$ cat config.mk
export PLATFORM = sky130hd
export DESIGN_NAME = bsg_downstream_in
export DESIGN_NICKNAME = d
export VERILOG_FILES = /design/src/rtl/bsg_downstream_pkg.sv /design/src/rtl/bsg_downstream_fifo.sv /design/src/rtl/bsg_downstream_in.sv
export SDC_FILE = /design/constraint.sdc
export NUM_CORES = 1
export LEC_CHECK = 0
export CORE_MARGIN = 2
export CORE_UTILIZATION = 52
export DETAILED_ROUTE_END_ITERATION = 10
export PLACE_DENSITY = 0.75
export SLEW_MARGIN = 20
export SYNTH_ARGS = -nofsm -noshare
export SYNTH_HDL_FRONTEND = slang
export SYNTH_HIERARCHICAL = 1
export SYNTH_SLANG_ARGS = --single-unit
$ cat constraint.sdc
create_clock -name clk -period 5.32 [get_ports clk]
set_clock_uncertainty 0.05 [all_clocks]
set_input_delay 1.33 -clock clk [delete_from_list [all_inputs] [get_ports clk]]
set_output_delay 1.33 -clock clk [all_outputs]
set_load 0.01 [all_outputs]
$ cat src/rtl/bsg_downstream_pkg.sv
// Shared definitions for the downstream link receiver: beat indexing and the
// byte-lane map that places channel bytes into the assembled core word.
package bsg_downstream_pkg;

  localparam int BEATS_PER_WORD = 4;
  localparam int LANE_W         = 8;

  typedef logic [1:0] beat_t;

  // Beat index bit 1 selects the upper half-word, bit 0 the odd byte; ch1 sits two bytes above ch0.
  function automatic logic [2:0] lane_idx(input beat_t beat, input logic ch);
    return {beat[1], ch, beat[0]};
  endfunction

  function automatic logic [8*LANE_W-1:0] lane_place(input beat_t beat,
                                                     input logic [LANE_W-1:0] ch0,
                                                     input logic [LANE_W-1:0] ch1);
    logic [8*LANE_W-1:0] w;
    w = '0;
    w[int'(lane_idx(beat, 1'b0))*LANE_W +: LANE_W] = ch0;
    w[int'(lane_idx(beat, 1'b1))*LANE_W +: LANE_W] = ch1;
    return w;
  endfunction

endpackage

$ cat src/rtl/bsg_downstream_fifo.sv
// Small word FIFO with wrap-bit pointers; head reads straight from storage and
// is forced to zero while empty. A push while full is accepted only alongside a pop.
module bsg_downstream_fifo #(
  parameter int WIDTH = 64,
  parameter int DEPTH = 4
) (
  input  logic             clk,
  input  logic             rst,
  input  logic             i_push,
  input  logic [WIDTH-1:0] i_data,
  input  logic             i_pop,
  output logic [WIDTH-1:0] o_head,
  output logic             o_full,
  output logic             o_empty
);

  localparam int AW = $clog2(DEPTH);

  logic [AW:0]      r_wptr;
  logic [AW:0]      r_rptr;
  logic [WIDTH-1:0] r_mem [DEPTH];
  logic             w_push;
  logic             w_pop;

  assign o_empty = (r_wptr == r_rptr);
  assign o_full  = (r_wptr[AW] != r_rptr[AW]) && (r_wptr[AW-1:0] == r_rptr[AW-1:0]);
  assign w_pop   = i_pop && !o_empty;
  assign w_push  = i_push && (!o_full || w_pop);
  assign o_head  = o_empty ? '0 : r_mem[r_rptr[AW-1:0]];

  always_ff @(posedge clk) begin
    if (rst) begin
      r_wptr <= '0;
      r_rptr <= '0;
    end else begin
      if (w_push) r_wptr <= r_wptr + (AW+1)'(1);
      if (w_pop)  r_rptr <= r_rptr + (AW+1)'(1);
    end
  end

  always_ff @(posedge clk) begin
    if (w_push) r_mem[r_wptr[AW-1:0]] <= i_data;
  end

endmodule

$ cat src/rtl/bsg_downstream_in.sv
// Receive endpoint of the off-chip link: collects four two-channel beats into a
// core word, buffers it, and returns credit tokens as the core consumes words.
module bsg_downstream_in
  import bsg_downstream_pkg::*;
#(
  parameter int CH_W        = 8,
  parameter int WORD_W      = 4*2*CH_W,
  parameter int FIFO_DEPTH  = 4,
  parameter int TOKEN_DECIM = 1
) (
  input  logic              clk,
  input  logic              rst,
  input  logic              io_valid_in,
  input  logic [CH_W-1:0]   io_data_in_ch0,
  input  logic [CH_W-1:0]   io_data_in_ch1,
  output logic              io_token_out,
  output logic [WORD_W-1:0] core_data_out,
  output logic              core_valid_out,
  input  logic              core_yumi_in,
  output logic              overflow_out
);

  localparam int TOK_W  = $clog2(TOKEN_DECIM) + 1;
  localparam int PAIR_W = 2*CH_W;
  localparam int ASM_W  = (BEATS_PER_WORD-1)*PAIR_W;

  beat_t                          r_beat;
  logic [ASM_W-1:0]               r_asm;
  logic [BEATS_PER_WORD*PAIR_W-1:0] w_beats;
  logic [WORD_W-1:0]              w_word;
  logic                           w_push;
  logic                           w_pop;
  logic                           w_full;
  logic                           w_empty;
  logic [TOK_W-1:0]               r_tok_cnt;
  logic                           r_tok;
  logic                           r_ovf;

  assign w_push = io_valid_in && (r_beat == beat_t'(BEATS_PER_WORD-1));
  assign w_pop  = core_yumi_in && !w_empty;

  // Beat capture: beats 0-2 shift in from the top so beat 0 ends up lowest.
  always_ff @(posedge clk) begin
    if (rst)              r_beat <= '0;
    else if (io_valid_in) r_beat <= r_beat + beat_t'(1);
  end

  always_ff @(posedge clk) begin
    if (io_valid_in && !w_push)
      r_asm <= {io_data_in_ch1, io_data_in_ch0, r_asm[ASM_W-1:PAIR_W]};
  end

  // Word formation: the final beat comes straight from the pins.
  assign w_beats = {io_data_in_ch1, io_data_in_ch0, r_asm};

  always_comb begin
    w_word = '0;
    for (int b = 0; b < BEATS_PER_WORD; b++) begin
      w_word[int'(lane_idx(beat_t'(b), 1'b0))*CH_W +: CH_W] = w_beats[b*PAIR_W +: CH_W];
      w_word[int'(lane_idx(beat_t'(b), 1'b1))*CH_W +: CH_W] = w_beats[b*PAIR_W+CH_W +: CH_W];
    end
  end

  bsg_downstream_fifo #(
    .WIDTH (WORD_W),
    .DEPTH (FIFO_DEPTH)
  ) u_fifo (
    .clk     (clk),
    .rst     (rst),
    .i_push  (w_push),
    .i_data  (w_word),
    .i_pop   (w_pop),
    .o_head  (core_data_out),
    .o_full  (w_full),
    .o_empty (w_empty)
  );

  // Credit return and sticky overflow.
  always_ff @(posedge clk) begin
    if (rst) begin
      r_tok_cnt <= '0;
      r_tok     <= 1'b0;
      r_ovf     <= 1'b0;
    end else begin
      r_tok <= 1'b0;
      if (w_pop) begin
        if (r_tok_cnt == TOK_W'(TOKEN_DECIM-1)) begin
          r_tok_cnt <= '0;
          r_tok     <= 1'b1;
        end else begin
          r_tok_cnt <= r_tok_cnt + TOK_W'(1);
        end
      end
      if (w_push && w_full && !w_pop) r_ovf <= 1'b1;
    end
  end

  assign core_valid_out = !w_empty;
  assign io_token_out   = r_tok;
  assign overflow_out   = r_ovf;

endmodule
==> results.py <==
metrics = {
    "yosys": {
        "synth.net_count": 550,
        "synth_edf_count": 304,
        "ys_ff_latch": 316,
        "synthTopCellsByArea": "edfxtp_1 (78%), mux4_2 (12%), nor2b_1 (3.6%)",
        "syn_inst": 524,
        "synth_most_common_cell": "edfxtp_1",
        "syn_area_sq_um": 11700,
        "syn_avg_cell_area_sq_um": 22.4,
        "synth_seq_area_share": 0.798,
        "yosys.area.top_type": "edfxtp_1",
        "synth_top_area_frac": 0.778,
        "ys.flop_type": "edfxtp_1",
        "synthTopCellsByCount": "edfxtp_1 (304), nor2b_1 (68), mux4_2 (64)",
        "synth_warnings": 6,
        "ys_async_sr_fraction": 0,
        "synth_cell_types": 28,
    },
    "grt": {
        "grt_pass1_wl_um": 32000,
        "grt_overflow_total": 0,
        "grt_max_degree": 65,
        "grt_pass1_vias": 5644,
        "track_usage": 0.176,
        "antenna_found_initial": 0,
    },
    "detailed_routing": {
        "drt_iter0_markers": 351,
        "avgViaCountPerCell": 5.62,
        "drt-total-wl_um": 20600,
        "drc": 0,
        "ant_nets": 0,
        "avgRoutedWirePerCell_um": 22.2,
        "firstDrtPassIters": 4,
        "via_count": 5223,
    },
    "clock_network": {
        "numCtsBuffers": 29,
        "hold_buffers": 0,
        "clock_path_buffers": 3,
        "cts_root_buf": "clkbuf_16",
        "htree_levels": 1,
        "insertion_delay_ns": 0.53,
        "cts.sinks": 316,
        "post_cts_buffers": 0,
        "cts_tree": "built",
        "cts.repair.resized": 0,
        "clkTransAtPathRegs_ns": 0.06,
    },
    "final_layout": {
        "drive_gt1_frac": 0.193,
        "area_growth_pct": 18.3,
        "final-seq-area_sq_um": 9380,
        "nFillCells": 1414,
        "final_util": 0.632,
        "multi_input_area_sq_um": 2280,
        "diodes": 0,
        "nNetsFinal": 653,
    },
    "setup_path": {
        "critPathKind": "reg -> out",
        "critPathSlowestCell": "dfxtp_4",
        "worst_ep_arrival_time_ns": 2.84,
        "crit_path_max_fanout": 23,
        "cp.required_ns": 3.94,
        "worst_setup_path_start_kind": "register",
        "path_delay_family": "buffers and inverters",
        "cp-end-kind": "output pin",
        "path_cells": "buf_4, mux4_2, nor2b_1, clkdlybuf4s50_1",
        "path_buf_inv": 2,
        "max_stage_delay_ns": 0.65,
    },
    "timing": {
        "rsz0062_at_grt": "false",
        "setup_viol": 0,
        "slew_headroom": 0.273,
        "final_hold_viol_count": 0,
        "finalCriticalPeriod_ns": 4.22,
        "setup_tns_ns": 0,
        "slew_viol_final": 0,
        "worstMarginPinSlew_ns": 1.09,
        "finalCritPeriodShare": 0.793,
        "fmax_mhz": 237,
        "hold_ws_ns": 0.437,
    },
    "pwr": {
        "p_leak_nw": 4.29,
        "p_switching_mw": 1.00,
        "power_frac_clock": 0.393,
        "peakVddDrop_v": 0.000267,
        "combinationalPowerShare": 0.050,
        "p_int_mw": 4.03,
        "p_per_area_nw_per_um2": 363,
        "sequentialPowerShare": 0.556,
        "switching_share": 0.199,
    },
    "die": {
        "initial_utilization": 0.535,
        "core-area_sq_um": 22000,
        "row_count": 54,
        "io_pins": 87,
        "die_x_um": 154,
        "fp.dieH_um": 154,
        "dieArea_sq_um": 23800,
    },
    "flow_run": {
        "drv_cap": 0,
    },
    "placement": {
        "hpwl_um": 11300,
        "port_buffers": 86,
        "gp_congestion": 0.795,
    },
    "hold_path": {
        "hp-class": "reg -> reg",
    },
    "outcome": {
        "status": "finished, final reports clean",
    },
}
==> power by group through the flow <==
| stage | logic (mW) | registers [mW] | clock network, mW |
|---|---|---|---|
| floorplan | 0.111 | 2.84 | 0 |
| global placement | 0.251 | 2.85 | 0 |
| detailed placement | 0.258 | 2.85 | 0 |
| CTS | 0.259 | 2.80 | 2.02 |
| global route | 0.272 | 2.80 | 2.12 |
| finish | 0.252 | 2.80 | 1.98 |
==> routing by layer <==
layer / track usage / wire (um) / vias up / part of all wire
met1: 0.241 / 8600 / 2695 / 0.42
met2: 0.298 / 10500 / 177 / 0.51
met4: 0.0547 / 415 / 0 / 0.020
met5: 0 / 0 / - / 0
met3: 0.0247 / 1050 / 30 / 0.051
li1: - / - / 2321 / -
==> worst reg2reg max path: stages, from the launching register on <==
cell and delay [ns]:
dfxtp_1 0.42, xor2_1 0.35, nor3_2 0.11, buf_4 0.22
nor2b_2 0.30, o41a_1 0.35, and2_4 0.86
==> final timing paths <==
path                                      start                           end  slack (ns)  cells past startpoint
setup / recovery                       register             core_data_out[38]        1.10                      4
hold / removal        overflow_out$_SDFFE_PP0P_     overflow_out$_SDFFE_PP0P_        0.44                      2
setup reg to reg  u_fifo/r_rptr[2]$_SDFFE_PP0P_  u_fifo/r_mem[1][3]$_DFFE_PP_        2.23                      6
hold reg to reg       overflow_out$_SDFFE_PP0P_     overflow_out$_SDFFE_PP0P_        0.44                      2
==> cell families after synthesis <==
group           after synthesis  share of synthesized area
compound gates                7                    0.00480
xor+xnor                      7                    0.00522
fa+ha+maj                     6                    0.00640
buf+inv                      29                     0.0107
flops                       316                      0.798
mux                          71                      0.130
simple gates                 88                     0.0452
==> stage by stage <==
step | setup slack, ns | power, mW | area, sq um | instances
finish | 1.10 | 5.03 | 13900 | 929
global route | 0.910 | 5.20 | 13900 | 929
CTS | 1.00 | 5.08 | 13900 | 929
detailed placement | 1.51 | 3.11 | 13000 | 876
global placement | 1.60 | 3.10 | 13000 | 876
floorplan | 1.22 | 2.95 | 11700 | 524
==> registers in the layout, summed over array words and instances (netlist names), named ones only <==
name,cells
u_fifo/r_mem,256
r_asm,48
u_fifo/r_rptr,3
u_fifo/r_wptr,3
r_beat,2
io_token_out,1
overflow_out,1
==> cell type report <==
| type | count | share of cell area |
|---|---|---|
| repair buffers | 94 | 0.0672 |
| clock inverters | 20 | 0.0125 |
| flip-flops and latches | 316 | 0.675 |
| multi-input cells | 179 | 0.164 |
| clock buffers | 33 | 0.0534 |
| inverters | 7 | 0.00189 |
| well taps | 280 | 0.0252 |
==> placed cells by master (no fill, tap or decap), types with 2 or more instances in the layout <==
cell	n
clkbuf_16	29
clkdlybuf4s50_1	86
mux4_2	64
a31oi_1	2
nor2b_1	67
xor2_1	3
mux2_2	3
edfxtp_1	304
clkinv_2	5
ha_1	6
buf_4	7
clkinv_1	9
dfxtp_1	10
clkbuf_1	4
mux2i_1	3
bufinv_16	3
and2_4	3
nor2_1	6
dfxtp_4	2
nand2_1	5
xnor2_1	4
inv_1	7
Note: power is estimated with default switching activity, not from simulation.
